`config.mk`:
```
export PLATFORM = sky130hd
export DESIGN_NAME = four_bit_sequencer_flat
export DESIGN_NICKNAME = d
export VERILOG_FILES = /design/src/rtl/four_bit_sequencer_if.sv /design/src/rtl/four_bit_sequencer.sv /design/src/flat_wrapper.sv
export SDC_FILE = /design/constraint.sdc
export NUM_CORES = 1
export LEC_CHECK = 0
export BUFFER_PORTS_ARGS = -buffer_cell sky130_fd_sc_hd__buf_4
export CORE_ASPECT_RATIO = 0.9
export CORE_UTILIZATION = 53
export DETAILED_ROUTE_END_ITERATION = 12
export PLACE_DENSITY = 0.76
export REMOVE_ABC_BUFFERS = 1
export SLEW_MARGIN = 15
export SYNTH_ARGS = -nofsm -noshare
export SYNTH_HDL_FRONTEND = slang
export SYNTH_SLANG_ARGS = --single-unit
```
`constraint.sdc`:
```
create_clock -name Clk -period 2.3 [get_ports Clk]
set_input_delay 0.23 -clock Clk [delete_from_list [all_inputs] [get_ports Clk]]
set_output_delay 0.23 -clock Clk [all_outputs]
set_load 0.005 [all_outputs]
```
`src/rtl/four_bit_sequencer_if.sv`:
```
// Purpose: program-ROM and ALU handshake bundle between the sequencer and its datapath.
// Latency: ROM answers the cycle after rom_addr; the ALU answers with alu_done after any delay.
// Backpressure: alu_done is the only stall; ROM has no flow control.
interface four_bit_sequencer_if;
    logic [7:0] rom_addr;
    logic [7:0] rom_data;
    logic       alu_start;
    logic [3:0] alu_op;
    logic [3:0] alu_operand;
    logic       alu_done;
    logic       zf;

    modport master (
        output rom_addr, alu_start, alu_op, alu_operand,
        input  rom_data, alu_done, zf
    );

    modport slave (
        input  rom_addr, alu_start, alu_op, alu_operand,
        output rom_data, alu_done, zf
    );
endinterface

```
`src/rtl/four_bit_sequencer.sv`:
```
// Purpose: 4-bit microsequencer fetching byte opcodes, issuing ALU ops, jumps, calls and returns.
// Latency: 2 cycles per one-byte op, 4 per branch/call, ALU ops add the datapath's alu_done delay.
// Backpressure: holds in WAIT_ALU until alu_done; start is honoured only in IDLE or HALT.
module four_bit_sequencer #(
    parameter logic [7:0] RESET_VECTOR = 8'd25,
    parameter int         STACK_DEPTH  = 4
) (
    input  logic                 Clk,
    input  logic                 Rst_n,
    input  logic                 start,
    four_bit_sequencer_if.master bus,
    output logic                 busy,
    output logic                 halted,
    output logic                 stack_err,
    output logic [2:0]           sp
);

    typedef enum logic [3:0] {
        S_IDLE,
        S_FETCH,
        S_DECODE,
        S_ISSUE,
        S_WAIT_ALU,
        S_FETCH_T,
        S_LOAD_T,
        S_HALT,
        S_ERROR
    } state_t;

    localparam logic [3:0] OP_NOP  = 4'h0;
    localparam logic [3:0] OP_JMP  = 4'hC;
    localparam logic [3:0] OP_JZ   = 4'hD;
    localparam logic [3:0] OP_CALL = 4'hE;
    localparam logic [7:0] INS_RET = 8'hF0;
    localparam logic [7:0] INS_HLT = 8'hFF;
    localparam logic [2:0] SP_FULL = 3'(STACK_DEPTH);

    state_t     state;
    state_t     state_nx;
    logic [7:0] pc;
    logic [7:0] ir;
    logic       alu_start_q;
    logic [7:0] stack [STACK_DEPTH];

    logic [3:0] dec_op;
    logic       dec_alu;
    logic       dec_branch;
    logic [1:0] top_idx;
    logic [7:0] pc_inc;
    logic       call_ok;

    assign dec_op     = bus.rom_data[7:4];
    assign dec_alu    = (dec_op != OP_NOP) && (dec_op < OP_JMP);
    assign dec_branch = (dec_op == OP_JMP) || (dec_op == OP_JZ) || (dec_op == OP_CALL);
    assign top_idx    = sp[1:0] - 2'd1;
    assign pc_inc     = pc + 8'd1;
    assign call_ok    = (sp != SP_FULL);

    // IR only changes in DECODE, so the operation stays stable from ISSUE through alu_done.
    assign bus.rom_addr    = pc;
    assign bus.alu_start   = alu_start_q;
    assign bus.alu_op      = ir[7:4];
    assign bus.alu_operand = ir[3:0];

    function automatic logic [2:0] status_of(input state_t s);
        return {(s != S_IDLE) && (s != S_HALT) && (s != S_ERROR), s == S_HALT, s == S_ERROR};
    endfunction

    // Next-state selection; at most one transition per clock.
    always_comb begin
        state_nx = state;
        case (state)
            S_IDLE:     if (start) state_nx = S_FETCH;
            S_FETCH:    state_nx = S_DECODE;
            S_DECODE: begin
                if (dec_alu)                      state_nx = S_ISSUE;
                else if (dec_branch)              state_nx = S_FETCH_T;
                else if (bus.rom_data == INS_RET) state_nx = (sp == 3'd0) ? S_ERROR : S_FETCH;
                else if (bus.rom_data == INS_HLT) state_nx = S_HALT;
                else                              state_nx = S_FETCH;
            end
            S_ISSUE:    state_nx = S_WAIT_ALU;
            S_WAIT_ALU: if (bus.alu_done) state_nx = S_FETCH;
            S_FETCH_T:  state_nx = S_LOAD_T;
            S_LOAD_T:   state_nx = (ir[7:4] == OP_CALL && !call_ok) ? S_ERROR : S_FETCH;
            S_HALT:     if (start) state_nx = S_FETCH;
            S_ERROR:    state_nx = S_ERROR;
            default:    state_nx = S_IDLE;
        endcase
    end

    // State register, PC/IR/stack pointer updates and registered status outputs.
    always_ff @(posedge Clk) begin
        if (!Rst_n) begin
            state       <= S_IDLE;
            pc          <= RESET_VECTOR;
            ir          <= '0;
            sp          <= '0;
            alu_start_q <= 1'b0;
            busy        <= 1'b0;
            halted      <= 1'b0;
            stack_err   <= 1'b0;
        end else begin
            state                     <= state_nx;
            {busy, halted, stack_err} <= status_of(state_nx);
            alu_start_q               <= (state_nx == S_ISSUE);
            case (state)
                S_DECODE: begin
                    ir <= bus.rom_data;
                    if (bus.rom_data == INS_RET) begin
                        if (sp != 3'd0) begin
                            pc <= stack[top_idx];
                            sp <= sp - 3'd1;
                        end
                    end else if (bus.rom_data != INS_HLT && !dec_alu) begin
                        // NOP, undefined 0xF_ and the first byte of two-byte ops
                        pc <= pc_inc;
                    end
                end
                S_ISSUE: pc <= pc_inc;
                S_LOAD_T: begin
                    case (ir[7:4])
                        OP_JMP:  pc <= bus.rom_data;
                        OP_JZ:   pc <= bus.zf ? bus.rom_data : pc_inc;
                        OP_CALL: begin
                            if (call_ok) begin
                                pc <= bus.rom_data;
                                sp <= sp + 3'd1;
                            end
                        end
                        default: ;
                    endcase
                end
                S_HALT: begin
                    if (start) begin
                        pc <= RESET_VECTOR;
                        sp <= '0;
                    end
                end
                default: ;
            endcase
        end
    end

    // Return stack storage; contents are don't-care until pushed.
    always_ff @(posedge Clk) begin
        if (Rst_n && state == S_LOAD_T && ir[7:4] == OP_CALL && call_ok)
            stack[sp[1:0]] <= pc_inc;
    end

endmodule
```
`src/flat_wrapper.sv`:
```
// flat-port wrapper written by rule: the top's interface ports become plain ports
module four_bit_sequencer_flat 
#(
    parameter logic [7:0] RESET_VECTOR = 8'd25,
    parameter int         STACK_DEPTH  = 4
)
  (Clk, Rst_n, start, busy, halted, stack_err, sp, bus_rom_addr, bus_alu_start, bus_alu_op, bus_alu_operand, bus_rom_data, bus_alu_done, bus_zf);
  four_bit_sequencer_if bus_i ();
  input  logic Clk;
  input  logic Rst_n;
  input  logic start;
  output logic busy;
  output logic halted;
  output logic stack_err;
  output logic [2:0] sp;
  output wire logic [$bits(bus_i.rom_addr)-1:0] bus_rom_addr;
  output wire logic [$bits(bus_i.alu_start)-1:0] bus_alu_start;
  output wire logic [$bits(bus_i.alu_op)-1:0] bus_alu_op;
  output wire logic [$bits(bus_i.alu_operand)-1:0] bus_alu_operand;
  input wire logic [$bits(bus_i.rom_data)-1:0] bus_rom_data;
  input wire logic [$bits(bus_i.alu_done)-1:0] bus_alu_done;
  input wire logic [$bits(bus_i.zf)-1:0] bus_zf;
  assign bus_rom_addr = bus_i.rom_addr;
  assign bus_alu_start = bus_i.alu_start;
  assign bus_alu_op = bus_i.alu_op;
  assign bus_alu_operand = bus_i.alu_operand;
  assign bus_i.rom_data = bus_rom_data;
  assign bus_i.alu_done = bus_alu_done;
  assign bus_i.zf = bus_zf;
  four_bit_sequencer #(.RESET_VECTOR(RESET_VECTOR), .STACK_DEPTH(STACK_DEPTH)) u_core (.Clk(Clk), .Rst_n(Rst_n), .start(start), .bus(bus_i), .busy(busy), .halted(halted), .stack_err(stack_err), .sp(sp));
endmodule
```
==> metrics.md, run 1 <==
| Metric | Value |
|---|---|
| Height of the die | `75.0 um` |
| Post-Syn Instances | `293` |
| Crit share post-route | `0.928` |
| Global route hottest layer | `met1` |
| Synth Flop Type | `edfxtp_1` |
| Buffers added on ports | `35` |
| Core area | `0.00569 sq mm` |
| Placed Cells | `397` |
| Count leader, synth | `edfxtp_1` |
| M2 GR Usage | `0.365` |
| Post-synth top cells | `edfxtp_1 (32), dfxtp_1 (27), nand2_1 (27), a21oi_1 (22), nor2_1 (18)` |
| Total grt overflow | `0` |
| Post-DP Area | `0.00353 sq mm` |
| Final Critical Period | `2.13 ns` |
| Resized cells post-CTS | `0` |
| Syn. warnings | `0` |
| Worst-path cell chain | `inv_1 > ha_2 > and3_2 > a2111o_1 > o221a_4 > or4_1 > o211a_1` |
| Worst endpoint data arrival time | `2.38 ns` |
| Die width | `83.1 um` |
| Slew @ Worst Pin | `0.663 ns` |
| Area leader, netlist | `edfxtp_1` |
| Vias | `2598` |
| Drt first pass iters | `6` |
| Worst reg2reg path depth | `7` |
| Sequential-to-total area share from yosys stat | `0.478` |
| Row Count | `26` |
| Avg Inst Size Synth | `10.7 sq um` |
| Pwr dens | `715 mW/mm^2` |
| Maximum level of the CTS H-tree | `3` |
| Setup_tns | `0 ns` |
| Gr usage total | `0.252` |
| Worst slack, placed | `0.140 ns` |
| Clock sinks | `59` |
| Initial antenna violation count | `0` |
| Via density | `6.29` |
| Fraction of registers with async set/reset | `0` |
| Max Cap Viol | `0` |
| Hold Slack | `0.159 ns` |
| Post-route setup slack | `0.165 ns` |
| Worst slew margin | `0.558` |
| Initial Utilization | `0.552` |
| Setup CP Type | `reg -> reg` |
| Area Overhead vs Synth | `18.8%` |
| Critical path's slowest cell | `or4_1` |
| Share of layout cells above drive strength 1 | `0.265` |
| Yosys top cell area share | `0.306` |
| Synth area leaders | `edfxtp_1 (31%), dfxtp_1 (17%), mux4_2 (5.7%)` |
| Buf/Inv on CP | `1` |
| Final Instance Area | `0.00373 sq mm` |
| F_max | `468 MHz` |
| Worst Skew | `0.00873 ns` |
| Met1 GRT Util | `0.368` |
| Crit path max fanout | `5` |
| RSZ-0062 raised after global routing | `false` |
| Pins Over Slew Limit | `0` |
| Status | `finished, final reports clean` |
| Initial DRC Count | `249` |
| Max Root-Sink Buffers | `2` |
| Largest net degree at the start of global routing | `21` |
| TritonCTS clock tree | `yes` |
| Mapped cell area | `0.00314 sq mm` |
| HP Class | `in -> reg` |
| Routed Wire Length | `7.52 mm` |
| Static Leak | `0.00135 uW` |
| Drt drc | `0` |
| WHS Path Cells | `2` |
| Root Driver | `clkbuf_8` |
| CTS Buf Count | `9` |
| HPWL Detailed | `5.37 mm` |
| Critical path launch point type | `flop` |
| Vias in the first global route | `2235` |
| Io pins | `36` |
| Worst path depth | `7` |
| Layout Nets | `357` |
| CP Data Required Time | `2.54 ns` |
| Total die area | `0.00624 sq mm` |
| Diode count | `0` |
| Post-synth EDFFs | `32` |
| Synth unique cells | `68` |
| Cts-stage hold buffer count | `0` |
| Post-Layout Cell Count | `413` |
| CP Capture Type | `flop` |
| CP top delay family | `compound AO/OA/AOI/OAI gates` |
| Clock latency on the worst-skew pair | `0.35 ns` |
| Wire length of the first global-routing pass | `11.8 mm` |
| Final ANT Viol Nets | `0` |
| Setup bufs post-CTS | `0` |
| Max incr delay on CP | `0.47 ns` |
| Met3 usage | `0.0800` |
| Final Hold Fails | `0` |
| Wire per inst | `18.2 um` |
| CTS clk-pin slew, worst paths | `0.08 ns` |
| Maximum vdd drop | `0.604 mV` |
| Final setup vio count | `0` |
| Synth Register Bits | `59` |
| Placer congestion estimate | `0.916` |
## layer usage
layer,up-vias,routed length (um)
met3,11,628
met4,0,90
met5,-,0
met2,126,3270
li1,1213,-
met1,1248,3540
## area by class of cell
cell class	instances	area [sq um]
Clock inverter	7	76.3
Timing Repair Buffer	50	400
Inverter	9	33.8
Fill cell	445	1960
Clock buffer	9	124
Sequential cell	59	1500
Tap cell	70	87.6
Multi-Input combinational cell	209	1510
## kinds of logic after synthesis
| group | after synthesis | share of synthesized area |
|---|---|---|
| AOI/OAI and AO/OA | 74 | 0.166 |
| xor gates and xnor gates | 5 | 0.0139 |
| adders and majority gates | 6 | 0.0263 |
| buffers and inverters | 25 | 0.0426 |
| DFF | 59 | 0.478 |
| muxes | 11 | 0.0669 |
| and+or+nand+nor | 113 | 0.206 |
## metrics by stage
stage                     power, uW   util
after floorplan                1520      -
final                          2670  0.655
after global placement         1720  0.620
after detailed placement       1720  0.620
after global routing           2780  0.655
after CTS                      2680  0.655
## power by group
| part | total (uW) | switching, uW | internal [uW] |
|---|---|---|---|
| Combinational | 511 | 271 | 240 |
| Sequential | 1200 | 39.6 | 1160 |
| Clock | 959 | 455 | 504 |
| Total | 2670 | 766 | 1900 |
## state kept, by name, indices dropped and copies added, names as in the netlist
name,count
u_core.halted,1
u_core.state,4
u_core.bus.alu_start,1
u_core.stack_err,1
u_core.busy,1
u_core.bus.rom_addr,8
u_core.ir,8
u_core.sp,3
u_core.stack,32
## worst paths after layout
kind                                           startpoint                                  end  slack [ns]
worst max-delay path            u_core.sp[0]$_SDFFE_PN0P_               u_core.busy$_SDFF_PN0_        0.17
worst min-delay path                                Rst_n  u_core.bus.rom_addr[0]$_SDFFE_PN1P_        0.16
worst max register to register  u_core.sp[0]$_SDFFE_PN0P_               u_core.busy$_SDFF_PN0_        0.17
worst min register to register  u_core.ir[1]$_SDFFE_PN0N_            u_core.ir[1]$_SDFFE_PN0N_        0.46
## cell usage in the layout, fill, tap and decap left out, types with 5 or more instances in the layout
master,count
nand3_1,14
o21ai_0,8
nand2b_1,6
a211oi_1,5
a21oi_1,22
inv_1,8
o211ai_1,9
nand2_1,27
buf_4,48
edfxtp_1,32
nor2_1,18
clkbuf_8,9
mux4_2,8
and2_1,5
dfxtp_1,27
(Power assumes the default switching activity.)
==> inputs of run 2 (changes only) <==
CORE_UTILIZATION = 55   (was 53)
CTS_BUF_LIST = sky130_fd_sc_hd__clkbuf_4   (was unset)
PLACE_DENSITY = 0.79   (was 0.76)
==> run 2 against run 1 <==
  * Routed wire length rose by 0.37%
  * Register-to-register slack got worse by 0.05 ns
  * Critical path depth did not move
  * Fmax fell by 2.2%
  * Clock-buffer cell count is the same
  * Hold slack got worse by 0.096 ns
  * Final cell count fell by 0.73%
  * Critical path type unchanged
  * Critical endpoint unchanged
  * Largest power group unchanged
==> metrics.md, run 2 (synthesis gave the netlist of run 1 again) <==
| Metric | Value |
|---|---|
| Status | `finished, final reports clean` |
| Switching pwr | `772 uW` |
| Setup bufs post-CTS | `0` |
| Critical path launch point type | `flop` |
| Fin util | `0.681` |
| Diode count | `0` |
| Core area | `0.00538 sq mm` |
| CP Capture Type | `flop` |
| Max Cap Viol | `0` |
| HPWL Detailed | `5.49 mm` |
| CTS Buf Count | `9` |
| Worst reg2reg path depth | `7` |
| Maximum level of the CTS H-tree | `3` |
| Placed Cells | `394` |
| Internal | `1630 uW` |
| TritonCTS clock tree | `yes` |
| Buf/Inv on CP | `1` |
| R2R setup slack | `0.12 ns` |
| Vias | `2613` |
| Reg-to-reg critical path endpoint | `u_core.busy$_SDFF_PN0_` |
| Critical path's slowest cell | `or4_1` |
| Vias in the first global route | `2268` |
| Switching portion of total power | `0.321` |
| Worst endpoint data arrival time | `2.51 ns` |
| Setup CP Type | `reg -> reg` |
| Final Critical Period | `2.18 ns` |
| Buffers added on ports | `35` |
| Resized cells post-CTS | `0` |
| Maximum vdd drop | `0.540 mV` |
| Fill count | `414` |
| Max incr delay on CP | `0.46 ns` |
| Leading cell type in the layout, fill and taps excluded | `buf_4` |
| Pins Over Slew Limit | `0` |
| Area Overhead vs Synth | `16.7%` |
| Wire per inst | `18.4 um` |
| Most frequent cells in the layout | `buf_4 (47), edfxtp_1 (32), nand2_1 (27), dfxtp_1 (27), a21oi_1 (22)` |
| Height of the die | `73.7 um` |
| Max Root-Sink Buffers | `2` |
| F_max | `458 MHz` |
| Layout Nets | `357` |
| RSZ-0062 raised after global routing | `false` |
| CP Data Required Time | `2.62 ns` |
| Wire length of the first global-routing pass | `11.8 mm` |
| Gate power share | `0.209` |
| Final Hold Fails | `0` |
| Hold Slack | `0.0626 ns` |
| WHS Path Cells | `3` |
| Routed Wire Length | `7.55 mm` |
| Io pins | `36` |
| Min-delay src | `bus_rom_data[1]` |
| Slew @ Worst Pin | `0.558 ns` |
| CP top delay family | `simple AND/OR/NAND/NOR gates` |
| Crit path max fanout | `5` |
| Hold path endpoint | `u_core.ir[1]$_SDFFE_PN0N_` |
| Final setup vio count | `0` |
| Sequential fraction of design power | `0.501` |
| Drt first pass iters | `5` |
| Clock sinks | `59` |
| Die width | `81.7 um` |
| Worst Skew | `0.0275 ns` |
| Worst-path cell chain | `inv_1 > ha_1 > and3_2 > a2111o_1 > o221a_4 > or4_1 > o211a_1` |
| Largest net degree at the start of global routing | `17` |
| Gr usage total | `0.272` |
| CTS clk-pin slew, worst paths | `0.13 ns` |
| HP Class | `in -> reg` |
| Initial DRC Count | `276` |
| Cts-stage hold buffer count | `0` |
| Root Driver | `clkbuf_4` |
| Share of layout cells above drive strength 1 | `0.262` |
| Worst slew margin | `0.627` |
| Drt drc | `0` |
| Initial antenna violation count | `0` |
| Total die area | `0.00602 sq mm` |
| Max reg flops | `32` |
| Placer congestion estimate | `0.893` |
| Total grt overflow | `0` |
| Pwr dens | `656 mW/mm^2` |
| Reg-to-reg critical path startpoint | `u_core.sp[0]$_SDFFE_PN0P_` |
| Post-Layout Cell Count | `410` |
| Clk pwr share | `0.290` |
| Initial Utilization | `0.584` |
| Final ANT Viol Nets | `0` |
| Crit share post-route | `0.949` |
| Clock latency on the worst-skew pair | `0.43 ns` |
| Row Count | `25` |
| Via density | `6.37` |
| Static Leak | `0.00132 uW` |
run 2: worst min-delay path, cell delays in order:
cell,delay [ns]
buf_4,0.13
nand2_1,0.05
a21oi_1,0.05
run 2: per-stage QoR:
stage / total power (uW) / TNS, ns / instance area, sq um / setup WS, ns
2_1_floorplan: 1520 / -0.279 / 3040 / -0.279
5_1_grt: 2510 / 0 / 3670 / 0.00178
6_report: 2400 / 0 / 3670 / 0.118
3_5_place_dp: 1720 / 0 / 3540 / 0.157
3_3_place_gp: 1710 / 0 / 3540 / 0.198
4_1_cts: 2410 / 0 / 3670 / 0.111
run 2: layout make-up:
class                           instances  area [sq um]  area share
Multi-Input combinational cell        209          1510       0.411
Sequential cell                        59          1500       0.410
Timing Repair Buffer                   50           413       0.113
Tap cell                               67          83.8      0.0229
Clock buffer                            9          67.6      0.0184
Clock inverter                          7          61.3      0.0167
Inverter                                9          33.8     0.00922
run 2: worst max path at each step:
stage,from,end,cells after the start,slack (ns)
6_report,u_core.sp[0]$_SDFFE_PN0P_,u_core.busy$_SDFF_PN0_,7,0.12
2_1_floorplan,u_core.sp[0]$_SDFFE_PN0P_,u_core.busy$_SDFF_PN0_,7,-0.28
3_5_place_dp,u_core.sp[0]$_SDFFE_PN0P_,u_core.busy$_SDFF_PN0_,7,0.16
4_1_cts,u_core.sp[0]$_SDFFE_PN0P_,u_core.busy$_SDFF_PN0_,7,0.11
5_1_grt,u_core.state[2]$_SDFF_PN0_,u_core.stack[0][0]$_DFFE_PP_,6,0.002
3_3_place_gp,u_core.sp[0]$_SDFFE_PN0P_,u_core.busy$_SDFF_PN0_,7,0.20
run 2: routing by layer:
layer / vias up / wire (um) / GRT usage
met5: - / 0 / 0
met4: 0 / 130 / 0.107
met3: 17 / 585 / 0.0683
met2: 121 / 3370 / 0.393
met1: 1260 / 3470 / 0.390
li1: 1215 / - / -
run 2: power by group through the flow:
stage / logic, uW / registers [uW] / clock network, uW
floorplan: 287 / 1240 / 0
global placement: 484 / 1230 / 0
detailed placement: 492 / 1230 / 0
CTS: 497 / 1200 / 705
global route: 547 / 1210 / 748
finish: 503 / 1200 / 698
==> inputs of run 3 (changes only) <==
CORE_ASPECT_RATIO = 0.5   (was 0.9)
==> run 3 against run 2 <==
  * Clock power down 6.0%
  * Via count down 0.69%
  * Power down 1.6%
  * Clock skew down 0.012 ns
  * Design area down 2.0%
  * Largest cell class unchanged
  * Highest routed layer unchanged
==> metrics.md, run 3 (synthesis gave the netlist of run 1 again) <==
| Metric | Value |
|---|---|
| F_max | `462 MHz` |
| Diode count | `0` |
| Total grt overflow | `0` |
| Crit path max fanout | `5` |
| Max reg flops | `32` |
| CTS Buf Count | `9` |
| Share of layout cells above drive strength 1 | `0.254` |
| Setup CP Type | `reg -> reg` |
| Die width | `109 um` |
| HPWL Detailed | `5.43 mm` |
| TritonCTS clock tree | `yes` |
| Final setup vio count | `0` |
| CP Capture Type | `flop` |
| Maximum level of the CTS H-tree | `3` |
| CP Data Required Time | `2.63 ns` |
| Initial DRC Count | `336` |
| Clock sinks | `59` |
| Initial antenna violation count | `0` |
| Setup bufs post-CTS | `0` |
| HP Class | `in -> reg` |
| Slew @ Worst Pin | `0.654 ns` |
| CTS clk-pin slew, worst paths | `0.10 ns` |
| Vias | `2595` |
| R2R setup slack | `0.14 ns` |
| Layout Nets | `353` |
| Leading cell type in the layout, fill and taps excluded | `buf_4` |
| Placer congestion estimate | `0.896` |
| Buffers added on ports | `35` |
| Final Hold Fails | `0` |
| Vias in the first global route | `2433` |
| Multi-input logic area | `0.00151 sq mm` |
| RSZ-0062 raised after global routing | `false` |
| Gr usage total | `0.281` |
| Total die area | `0.00603 sq mm` |
| Worst reg2reg path depth | `7` |
| Seq. cell area | `0.00150 sq mm` |
| Crit share post-route | `0.941` |
| Reg-to-reg critical path endpoint | `u_core.busy$_SDFF_PN0_` |
| Final Critical Period | `2.16 ns` |
| Largest net degree at the start of global routing | `21` |
| Resized cells post-CTS | `0` |
| Hold Slack | `0.0819 ns` |
| Worst slew margin | `0.564` |
| Drt drc | `0` |
| Clock latency on the worst-skew pair | `0.44 ns` |
| WHS Path Cells | `3` |
| Post-route setup slack | `0.135 ns` |
| Pwr dens | `658 mW/mm^2` |
| Maximum vdd drop | `0.326 mV` |
| Status | `finished, final reports clean` |
| Worst slack, placed | `0.160 ns` |
| Static Leak | `0.00129 uW` |
| Critical path launch point type | `flop` |
| Worst Skew | `0.0157 ns` |
| Final ANT Viol Nets | `0` |
| Drt first pass iters | `5` |
| Core area | `0.00549 sq mm` |
| Height of the die | `55.4 um` |
| Cts-stage hold buffer count | `0` |
| Met1 WL | `3.39 mm` |
| Uppermost routed layer | `met4` |
| Max Cap Viol | `0` |
| Most frequent cells in the layout | `buf_4 (46), edfxtp_1 (32), nand2_1 (27), dfxtp_1 (27), a21oi_1 (22)` |
| Worst endpoint data arrival time | `2.49 ns` |
| Root Driver | `clkbuf_4` |
| Hold path endpoint | `u_core.ir[0]$_SDFFE_PN0N_` |
| Routed Wire Length | `7.66 mm` |
| Wire length of the first global-routing pass | `12.4 mm` |
| Max Root-Sink Buffers | `2` |
| Area Overhead vs Synth | `14.4%` |
| Min-delay src | `bus_rom_data[0]` |
| Wire per inst | `18.6 um` |
| Io pins | `36` |
| Routed wl met2 | `3.35 mm` |
| Pins Over Slew Limit | `0` |
| Via density | `6.30` |
| Met3 Wirelength | `733 um` |
| Reg-to-reg critical path startpoint | `u_core.sp[0]$_SDFFE_PN0P_` |
| Initial Utilization | `0.572` |
| Row Count | `19` |
| Fill count | `416` |
==> run 3: cell types whose count changed in the layout (fill, tap and decap cells not counted), sizes merged <==
cell | before | now
clkinvlp | 2 | 3
clkbuf | 9 | 10
buf | 50 | 46
inv | 12 | 10
==> run 3: worst max-delay path by stage <==
stage                                    start                      endpoint  depth (start not counted)
detailed placement   u_core.sp[0]$_SDFFE_PN0P_        u_core.busy$_SDFF_PN0_                          7
global placement     u_core.sp[0]$_SDFFE_PN0P_        u_core.busy$_SDFF_PN0_                          7
finish               u_core.sp[0]$_SDFFE_PN0P_        u_core.busy$_SDFF_PN0_                          7
floorplan            u_core.sp[0]$_SDFFE_PN0P_        u_core.busy$_SDFF_PN0_                          7
CTS                  u_core.sp[0]$_SDFFE_PN0P_        u_core.busy$_SDFF_PN0_                          7
global route        u_core.state[2]$_SDFF_PN0_  u_core.stack[3][0]$_DFFE_PP_                          5
==> run 3: area by class of cell <==
class / count / share of cell area
Multi-Input combinational cell: 209 / 0.419
Clock inverter: 6 / 0.0115
Clock buffer: 10 / 0.0209
Sequential cell: 59 / 0.418
Tap cell: 73 / 0.0254
Inverter: 9 / 0.00940
Timing Repair Buffer: 46 / 0.0961
==> run 3: through the flow <==
step	total power (uW)	utilization	cell area [sq um]	TNS (ns)	cells
2_1_floorplan	1520	-	3040	-0.279	277
3_3_place_gp	1710	0.633	3480	0	396
3_5_place_dp	1720	0.633	3480	0	396
4_1_cts	2370	0.654	3590	0	412
5_1_grt	2470	0.654	3590	0	412
6_report	2360	0.654	3590	0	412
==> run 3: critical path, stage by stage, from the launching register on <==
cell,delay [ns]
dfxtp_1,0.34
inv_1,0.09
ha_1,0.27
and3_2,0.22
a2111o_1,0.41
o221a_4,0.13
or4_1,0.46
o211a_1,0.13
==> run 3: metal layers <==
| layer | vias up | global-route usage |
|---|---|---|
| li1 | 1209 | - |
| met1 | 1214 | 0.375 |
| met2 | 146 | 0.416 |
| met3 | 26 | 0.103 |
| met4 | 0 | 0.110 |
| met5 | - | 0 |
==> run 3: power by group <==
group | switching [uW] | total (uW) | internal (uW)
clock network | 424 | 656 | 233
registers | 43.8 | 1200 | 1160
logic | 272 | 506 | 234
total | 739 | 2360 | 1630
